**src/rtl/deadband_pkg.sv**
```systemverilog
`default_nettype none
// +----------------------------------------------------------------------------+
// | deadband_pkg                                                               |
// | Shared defaults, FSM state encoding and round-robin pick for deadband_sched|
// | Rev 1.0                                                                    |
// +----------------------------------------------------------------------------+
package deadband_pkg;

  localparam int DEF_NCH = 4;
  localparam int DEF_W   = 8;
  localparam int DEF_CHW = 2;

  typedef enum logic [1:0] {
    S_IDLE  = 2'd0,
    S_GRANT = 2'd1,
    S_CMP   = 2'd2,
    S_EMIT  = 2'd3
  } state_t;

  // First set bit of valid at or above ptr, wrapping modulo n (n a power of 2, <= 32).
  // Offsets are scanned from the far end so the nearest one is written last and wins.
  function automatic int rr_pick(input logic [31:0] valid, input int ptr, input int n);
    int pick;
    int off;
    int idx;
    pick = ptr;
    for (int i = 0; i < 32; i++) begin
      off = 31 - i;
      if (off < n) begin
        idx = (ptr + off) & (n - 1);
        if (valid[idx[4:0]]) pick = idx;
      end
    end
    return pick;
  endfunction

endpackage
`default_nettype wire

```
**src/rtl/deadband_if.sv**
```systemverilog
`default_nettype none
// +----------------------------------------------------------------------------+
// | deadband_if                                                                |
// | Requester sample bus and change-event output bus of deadband_sched         |
// | Rev 1.0                                                                    |
// +----------------------------------------------------------------------------+
interface deadband_if #(
  parameter int NCH = 4,
  parameter int W   = 8,
  parameter int CHW = 2
);
  logic [NCH-1:0]   req_valid;
  logic [NCH*W-1:0] req_data;
  logic [NCH-1:0]   req_ready;
  logic             evt_valid;
  logic [CHW-1:0]   evt_ch;
  logic [W-1:0]     evt_data;
  logic             evt_ready;

  modport slave (
    input  req_valid, req_data, evt_ready,
    output req_ready, evt_valid, evt_ch, evt_data
  );

  modport master (
    output req_valid, req_data, evt_ready,
    input  req_ready, evt_valid, evt_ch, evt_data
  );
endinterface
`default_nettype wire

```
**src/rtl/deadband_cmp.sv**
```systemverilog
`default_nettype none
// +----------------------------------------------------------------------------+
// | deadband_cmp                                                               |
// | Unsigned absolute difference with strict-greater threshold test            |
// | Rev 1.0                                                                    |
// +----------------------------------------------------------------------------+
module deadband_cmp #(
  parameter int W = 8
) (
  input  logic [W-1:0] a,
  input  logic [W-1:0] b,
  input  logic [W-1:0] thr,
  output logic [W-1:0] diff,
  output logic         changed
);

  // Subtract the smaller from the larger so the result always fits in W bits.
  assign diff    = (a > b) ? (a - b) : (b - a);
  assign changed = (diff > thr);

endmodule
`default_nettype wire

```
**src/rtl/deadband_sched.sv**
```systemverilog
`default_nettype none
// +----------------------------------------------------------------------------+
// | deadband_sched                                                             |
// | Round-robin shared deadband compare over NCH last-reported value slots     |
// | Rev 1.0                                                                    |
// +----------------------------------------------------------------------------+
module deadband_sched
  import deadband_pkg::*;
#(
  parameter int NCH = DEF_NCH,
  parameter int W   = DEF_W,
  parameter int CHW = DEF_CHW
) (
  input  logic         clk,
  input  logic         rst_n,
  input  logic         ena,
  input  logic [W-1:0] cfg_thresh,
  output logic         busy,
  deadband_if.slave    bus
);

  state_t         r_state;
  logic [CHW-1:0] r_rr_ptr;
  logic [CHW-1:0] r_ch;
  logic [W-1:0]   r_sample;
  logic [W-1:0]   r_thr;
  logic [W-1:0]   r_last [NCH];
  logic           r_evt_valid;
  logic [CHW-1:0] r_evt_ch;
  logic [W-1:0]   r_evt_data;

  logic [CHW-1:0] w_pick;
  logic           w_any;
  logic [W-1:0]   w_sel_data;
  logic [NCH-1:0] w_req_ready;
  logic [W-1:0]   w_unused_diff;
  logic           w_changed;

  assign w_any      = |bus.req_valid;
  assign w_pick     = CHW'(rr_pick(32'(bus.req_valid), 32'(r_rr_ptr), NCH));
  assign w_sel_data = bus.req_data[r_ch*W +: W];

  deadband_cmp #(.W(W)) u_cmp (
    .a       (r_sample),
    .b       (r_last[r_ch]),
    .thr     (r_thr),
    .diff    (w_unused_diff),
    .changed (w_changed)
  );

  always_ff @(posedge clk or negedge rst_n) begin
    if (!rst_n) begin
      r_state     <= S_IDLE;
      r_rr_ptr    <= '0;
      r_ch        <= '0;
      r_sample    <= '0;
      r_thr       <= '0;
      r_evt_valid <= 1'b0;
      r_evt_ch    <= '0;
      r_evt_data  <= '0;
      for (int i = 0; i < NCH; i++) r_last[i] <= '0;
    end else begin
      case (r_state)
        S_IDLE: begin
          if (ena && w_any) begin
            r_ch    <= w_pick;
            r_state <= S_GRANT;
          end
        end
        S_GRANT: begin
          // A requester that withdrew before acceptance forfeits its turn without moving the pointer.
          if (bus.req_valid[r_ch]) begin
            r_sample <= w_sel_data;
            r_thr    <= cfg_thresh;
            r_rr_ptr <= r_ch + 1'b1;
            r_state  <= S_CMP;
          end else begin
            r_state  <= S_IDLE;
          end
        end
        S_CMP: begin
          if (w_changed) begin
            r_last[r_ch] <= r_sample;
            r_evt_ch     <= r_ch;
            r_evt_data   <= r_sample;
            r_evt_valid  <= 1'b1;
            r_state      <= S_EMIT;
          end else begin
            r_state      <= S_IDLE;
          end
        end
        S_EMIT: begin
          if (bus.evt_ready) begin
            r_evt_valid <= 1'b0;
            r_state     <= S_IDLE;
          end
        end
        default: r_state <= S_IDLE;
      endcase
    end
  end

  always_comb begin
    w_req_ready = '0;
    if (r_state == S_GRANT) w_req_ready[r_ch] = 1'b1;
  end

  assign bus.req_ready = w_req_ready;
  assign bus.evt_valid = r_evt_valid;
  assign bus.evt_ch    = r_evt_ch;
  assign bus.evt_data  = r_evt_data;
  assign busy          = (r_state != S_IDLE);

endmodule
`default_nettype wire

```
**src/flat_wrapper.sv**
```systemverilog
// flat-port wrapper written by rule: the top's interface ports become plain ports
module deadband_sched_flat import deadband_pkg::*;
#(
  parameter int NCH = DEF_NCH,
  parameter int W   = DEF_W,
  parameter int CHW = DEF_CHW
)
  (clk, rst_n, ena, cfg_thresh, busy, bus_req_valid, bus_req_data, bus_evt_ready, bus_req_ready, bus_evt_valid, bus_evt_ch, bus_evt_data);
  deadband_if #(.NCH(NCH), .W(W), .CHW(CHW)) bus_i ();
  input  logic clk;
  input  logic rst_n;
  input  logic ena;
  input  logic [W-1:0] cfg_thresh;
  output logic busy;
  input wire logic [$bits(bus_i.req_valid)-1:0] bus_req_valid;
  input wire logic [$bits(bus_i.req_data)-1:0] bus_req_data;
  input wire logic [$bits(bus_i.evt_ready)-1:0] bus_evt_ready;
  output wire logic [$bits(bus_i.req_ready)-1:0] bus_req_ready;
  output wire logic [$bits(bus_i.evt_valid)-1:0] bus_evt_valid;
  output wire logic [$bits(bus_i.evt_ch)-1:0] bus_evt_ch;
  output wire logic [$bits(bus_i.evt_data)-1:0] bus_evt_data;
  assign bus_i.req_valid = bus_req_valid;
  assign bus_i.req_data = bus_req_data;
  assign bus_i.evt_ready = bus_evt_ready;
  assign bus_req_ready = bus_i.req_ready;
  assign bus_evt_valid = bus_i.evt_valid;
  assign bus_evt_ch = bus_i.evt_ch;
  assign bus_evt_data = bus_i.evt_data;
  deadband_sched #(.NCH(NCH), .W(W), .CHW(CHW)) u_core (.clk(clk), .rst_n(rst_n), .ena(ena), .cfg_thresh(cfg_thresh), .busy(busy), .bus(bus_i));
endmodule
```
**config.mk**
```make
export PLATFORM = sky130hd
export DESIGN_NAME = deadband_sched_flat
export DESIGN_NICKNAME = d
export VERILOG_FILES = /design/src/rtl/deadband_pkg.sv /design/src/rtl/deadband_if.sv /design/src/rtl/deadband_cmp.sv /design/src/rtl/deadband_sched.sv /design/src/flat_wrapper.sv
export SDC_FILE = /design/constraint.sdc
export NUM_CORES = 1
export LEC_CHECK = 0
export BUFFER_PORTS_ARGS = -buffer_cell sky130_fd_sc_hd__buf_2
export CAP_MARGIN = 10
export CORE_MARGIN = 2
export CORE_UTILIZATION = 45
export CTS_BUF_LIST = sky130_fd_sc_hd__clkbuf_4
export DETAILED_ROUTE_END_ITERATION = 6
export PLACE_DENSITY_LB_ADDON = 0.2
export SLEW_MARGIN = 20
export SYNTH_ARGS = -nofsm -noshare
export SYNTH_HDL_FRONTEND = slang
export SYNTH_HIERARCHICAL = 1
export SYNTH_SLANG_ARGS = --single-unit
```
**constraint.sdc**
```tcl
create_clock -name clk -period 12.1 [get_ports clk]
set_input_delay 1.21 -clock clk [delete_from_list [all_inputs] [get_ports clk]]
set_output_delay 1.21 -clock clk [all_outputs]
set_load 0.02 [all_outputs]
```
== Yosys cells after proc, flatten, opt, wreduce, memory -nomap -nowiden ==
Index checks and enable logic that the tools add are counted.

* Output and inout port bits: 16
* Bits in latches: 0
* Register bits: 65
* Bits in read-only memories: 0
* Memory bits (writable): 0
* Memories: 0
* Word-level logic and storage cells: 80

* Magnitude comparators: 10
* Reduce and logical (&&, ||, !) cells: 12
* Add/sub/neg operators: 6
* $mul: 0
* Equal/unequal tests: 6
* Mux-type cells: 32
* Div/mod/pow operators: 0
* Shift-type cells: 1
* Bitwise gates (word level): 1

{| class="wikitable"
|+ Operators with widths
! cell !! number
|-
| $bwmux W32 || 1
|-
| $mux W8 || 4
|-
| $shiftx A32 B6 Y8 || 1
|-
| $lt A2 B6 Y1 const B || 4
|-
| $bmux W8 S2 || 1
|-
| $demux W8 S2 || 1
|-
| $gt A8 B8 Y1 || 2
|-
| $mux W2 || 8
|-
| $sub A8 B8 Y8 || 2
|-
| $bmux W1 S2 || 5
|-
| $mux W1 || 8
|-
| $pmux W2 S4 || 1
|-
| $reduce_and A2 Y1 || 4
|-
| $add A2 B1 Y2 const B || 2
|-
| $add A2 B2 Y2 const B || 2
|-
| $eq A2 B2 Y1 const B || 2
|-
| $mux W4 || 1
|-
| $ne A2 B2 Y1 const B || 2
|-
| $reduce_bool A2 Y1 || 2
|-
| $reduce_or A4 Y1 || 1
|-
| $ge A3 B3 Y1 const B || 1
|-
| $logic_and A1 B1 Y1 || 3
|-
| $lt A2 B3 Y1 const B || 1
|-
| $lt A3 B1 Y1 const B || 1
|-
| 8 further kinds || 8
|}

== Logic depth before layout (Yosys ltp) ==
* Depth in word-level cells: 9
* Mapped depth: 22

== Cells and area by module ==
Netlist, hierarchy kept.

{| class="wikitable"
|+ Modules (own cells, without submodules)
! module !! area an instance (µm²) !! cells an instance !! instances !! sequential area each (µm²)
|-
| deadband_sched || 3035.4 || 218 || 1 || 1626.6
|-
| deadband_cmp || 893.4 || 116 || 1 || 0.0
|}

== Worst setup path after synthesis ==
No wires, ideal clock.

* Path type: register to register
* Start: reg u_core.r_ch[0]
* End: reg u_core/r_last[24] (netlist bit)
* Stages on the path, launching flop included: 22
* Setup slack: 7460 ps
* Data required time: 11975 ps
* Buffers on the path: 5
* Arrival time: 4516 ps
* Cell sequence: dfrtp_1 buf_2 buf_2 mux4_2 ha_1 buf_6 a211oi_2 o21bai_1 o22a_1 buf_6 mux2_2 ha_1 nor2b_1 o21a_1 o21a_1 o21ai_0 a21oi_1 nand2_1 nor2_1 buf_2 nand2_1 mux2_2

* Cells in the longest elaborated chain, start to end: 8
* Elaborated cells on any way between the ends: 16

{| class="wikitable"
|+ Ends and longest elaborated chain
! element !! RTL line !! RTL
|-
| start: declaration || deadband_sched.sv:24 || <nowiki>logic [CHW-1:0] r_ch;</nowiki>
|-
| start signal: assignment || deadband_sched.sv:66 || <nowiki>r_ch <= w_pick;</nowiki>
|-
| $not A2 Y3 (implied by the code) * || deadband_sched.sv:45 || <nowiki>.b (r_last[r_ch]),</nowiki>
|-
| $bmux W8 S2 * || deadband_sched.sv:45 ||
|-
| $mux W8 (implied by the code) * (2 in series) || deadband_sched.sv:45 ||
|-
| $sub A8 B8 Y8 / $gt A8 B8 Y1 (equally long branches) || deadband_cmp.sv:18 || <nowiki>assign diff = (a > b) ? (a - b) : (b - a);</nowiki>
|-
| $mux W8 * || deadband_cmp.sv:18 ||
|-
| net u_core.w_unused_diff[1] || deadband_sched.sv:36 || <nowiki>logic [W-1:0] w_unused_diff;</nowiki>
|-
| $gt A8 B8 Y1 * || deadband_cmp.sv:19 || <nowiki>assign changed = (diff > thr);</nowiki>
|-
| net u_core.w_changed || deadband_sched.sv:37 || <nowiki>logic w_changed;</nowiki>
|-
| $reduce_and A2 Y1 (no line) * || -- ||
|-
| end signal: indexed assignment || deadband_sched.sv:83 || <nowiki>r_last[r_ch] <= r_sample;</nowiki>
|-
| end: declaration || deadband_sched.sv:27 || <nowiki>logic [W-1:0] r_last [NCH];</nowiki>
|}

The timed path passes the listed nets; every way through them passes the cells marked *. The select of a mux whose other input is x is not followed.
A chain may end at the register's enable or synchronous reset.

== Worst setup path in the final report ==
* Start: reg u_core.r_ch[1]
* End: reg u_core/r_last[12] (netlist bit)

Same word-level chain as after synthesis.

==> out/summary.md <==
The logs give 18.3% for the global router's overall resource usage and 789 for the number of filler cells placed in the layout. The number of max-cap violations is 0, and the initial antenna violation count is 0. Once the clock tree was built, the resizer swapped 0 gates to a different size.

The worst pin sits at a relative slew slack of 39.9%. The run gives 0 as the final hold violation count. Wires add up to 8.15 mm. Relative to the synthesized area, the layout overhead comes to 13.2%. At the pin with the least slew margin, the transition time is 0.902 ns. Global routing finished with a remaining overflow of 0.

The number of buffer cells added on primary ports works out to 63. The maximum clock rate is 0.175 GHz, and the count of final max-slew check failures is 0. For the residual antenna-violating net count after detailed routing, the log shows 0. TritonCTS built the clock tree. The number of inserted diodes was 0. The tree is rooted in a sky130_fd_sc_hd__clkbuf_4.

For the worst-skew pair, the clock arrives at the later sink with an insertion delay of 0.41 ns. The finished cells cover 4440 µm². The tools report the total clock sinks as 65. In the final routed layout, each cell accounts on average for 16.0 µm. Once the clock tree was built, the setup fixing pass inserted 0 buffers. In the routed layout, each cell is associated on average with a via count of 5.40. After clock tree synthesis, the clock-pin slew on the worst setup and hold paths is 0.12 ns.

The floorplan step defined a core boundary enclosing 8590 µm². The placed instances occupy a cell area of 4280 µm². The tools report the startpoint class of the critical path as a flop. The mean area per synthesized cell works out to 11.8 µm².

For the number of rows in the core area, the log shows 34. The library cells used most frequently in the layout, excluding fill and tap cells, are sky130_fd_sc_hd__dfrtp_1, sky130_fd_sc_hd__buf_2, sky130_fd_sc_hd__mux2_2, sky130_fd_sc_hd__nand2_1, sky130_fd_sc_hd__inv_1. The weighted congestion at the end of routability-driven global placement is 0.827, and the pin count of the biggest net entering global routing is 66. On the final layout, the worst clock skew is 0.0172 ns.

Summing over every cut layer, the via total after detailed routing is 2750. The pre-antenna-repair detailed-routing pass consisted of 4 iterations. The number of buffers inserted for hold repair after clock tree synthesis was 0. The global-route wire length before repair is 13.8 mm.

Setup repair after global routing left no endpoint under its margin. The boundary pin count is 64. The minimum clock period after layout works out to 5.72 ns. The logs give 473 for the final net count and 5.98 mm for the detailed-placement wirelength estimate. From bottom edge to top edge, the die measures 97.4 µm. The post-synth net total is 410. Synthesis handed over a netlist of 333 instances. The most frequent standard cell in the layout excluding fill and tap cells was sky130_fd_sc_hd__dfrtp_1. The clock passes through at most 2 buffers. The via count of the first global-routing pass was 2845; the proportion of layout cells with a drive suffix above 1 was 38.9%. The critical-path maximum fanout was 21.

Floorplan die width: 97.4 µm. The yosys synthesis warning count was 6; the final-layout setup total negative slack was 0 ns. The run finished with clean final reports. After detailed routing, the number of remaining DRC violations is 0. The worst path uses 47.3% of the clock period. The die covers 9490 µm². Number of endpoints failing setup at the final stage: 0.

For the worst setup path, the data required time is 12.39 ns. The number of levels the H-tree was split into was 3; the effective utilization at floorplan was 45.7%. The worst hold path class is reg2reg.

Number of DRC markers in iteration 0: 144. The cell area that synthesis handed to floorplanning was 3930 µm². The arrival time reported for the critical path endpoint came out at 6.01 ns.

The worst setup path is captured at a flop. The CTS buffer count was 9. The critical path is of the reg2reg type.
[final timing paths]
path / from / end / slack (ns) / cells past startpoint
worst max-delay path: u_core/r_ch[1]$_DFFE_PN0P_ / u_core/r_last[12]$_DFFE_PN0P_ / 6.38 / 16
worst min-delay path: u_core/bus.evt_data[7]$_DFFE_PN0P_ / u_core/bus.evt_data[7]$_DFFE_PN0P_ / 0.49 / 2
worst max register to register: u_core/r_ch[1]$_DFFE_PN0P_ / u_core/r_last[12]$_DFFE_PN0P_ / 6.38 / 16
worst min register to register: u_core/bus.evt_data[7]$_DFFE_PN0P_ / u_core/bus.evt_data[7]$_DFFE_PN0P_ / 0.49 / 2
max in group asynchronous: rst_n / u_core/r_last[28]$_DFFE_PN0P_ / 10.57 / 2
min in group asynchronous: rst_n / u_core/r_thr[5]$_DFFE_PN0P_ / 0.95 / 2
[stage by stage]
stage / hold WS (ns) / instances / utilization (%) / setup slack [ns]
6_report: 0.486 / 509 / 51.7 / 6.38
5_1_grt: 0.521 / 509 / 51.7 / 5.99
4_1_cts: 0.495 / 509 / 51.7 / 6.34
3_5_place_dp: 0.463 / 493 / 49.8 / 6.40
3_3_place_gp: 0.459 / 493 / 49.8 / 6.53
2_1_floorplan: 0.474 / 333 / - / 7.46
[sequential cells by signal, indices dropped and copies added (netlist names)]
signal / count
u_core/r_thr: 8
u_core/r_rr_ptr: 2
u_core/bus.evt_data: 8
u_core/r_state: 2
u_core/r_sample: 8
u_core/bus.evt_ch: 2
u_core/r_ch: 2
u_core/r_last: 32
u_core/bus.evt_valid: 1
[cell type report]
class                   instances  area, µm²  area share (%)
clock buffers                   9       67.6            1.52
clock inverters                 7       95.1            2.14
inverters                      30        113            2.53
multi-input cells             225       2080            46.7
flip-flops and latches         65       1630            36.6
well taps                     108        135            3.04
repair buffers                 65        330            7.43
[layer usage]
metal / up-vias / part of all wire [%] / global-route usage, %
li1: 1311 / - / -
met1: 1349 / 46 / 24.3
met2: 78 / 48 / 29.4
met3: 12 / 4.2 / 4.46
met4: 0 / 1.5 / 6.20
met5: - / 0 / 0
[critical path, stage by stage (launching register included)]
cell,delay (ns)
sky130_fd_sc_hd__dfrtp_1,0.95
sky130_fd_sc_hd__mux4_2,0.43
sky130_fd_sc_hd__ha_1,0.50
sky130_fd_sc_hd__nand3_1,0.15
sky130_fd_sc_hd__a21oi_1,0.15
sky130_fd_sc_hd__o22a_1,0.41
sky130_fd_sc_hd__mux2_2,0.39
sky130_fd_sc_hd__ha_1,0.29
sky130_fd_sc_hd__nor2b_1,0.14
sky130_fd_sc_hd__o21a_1,0.13
sky130_fd_sc_hd__o21a_1,0.11
sky130_fd_sc_hd__o21ai_0,0.07
sky130_fd_sc_hd__a21oi_1,0.23
sky130_fd_sc_hd__nand2_1,0.11
sky130_fd_sc_hd__nor2_1,0.66
sky130_fd_sc_hd__nand2_1,0.48
sky130_fd_sc_hd__mux2_2,0.40
Power is left out: the tool's default activity adds up to more than one toggle a clock period on the data nets, which glitch-free logic cannot reach.
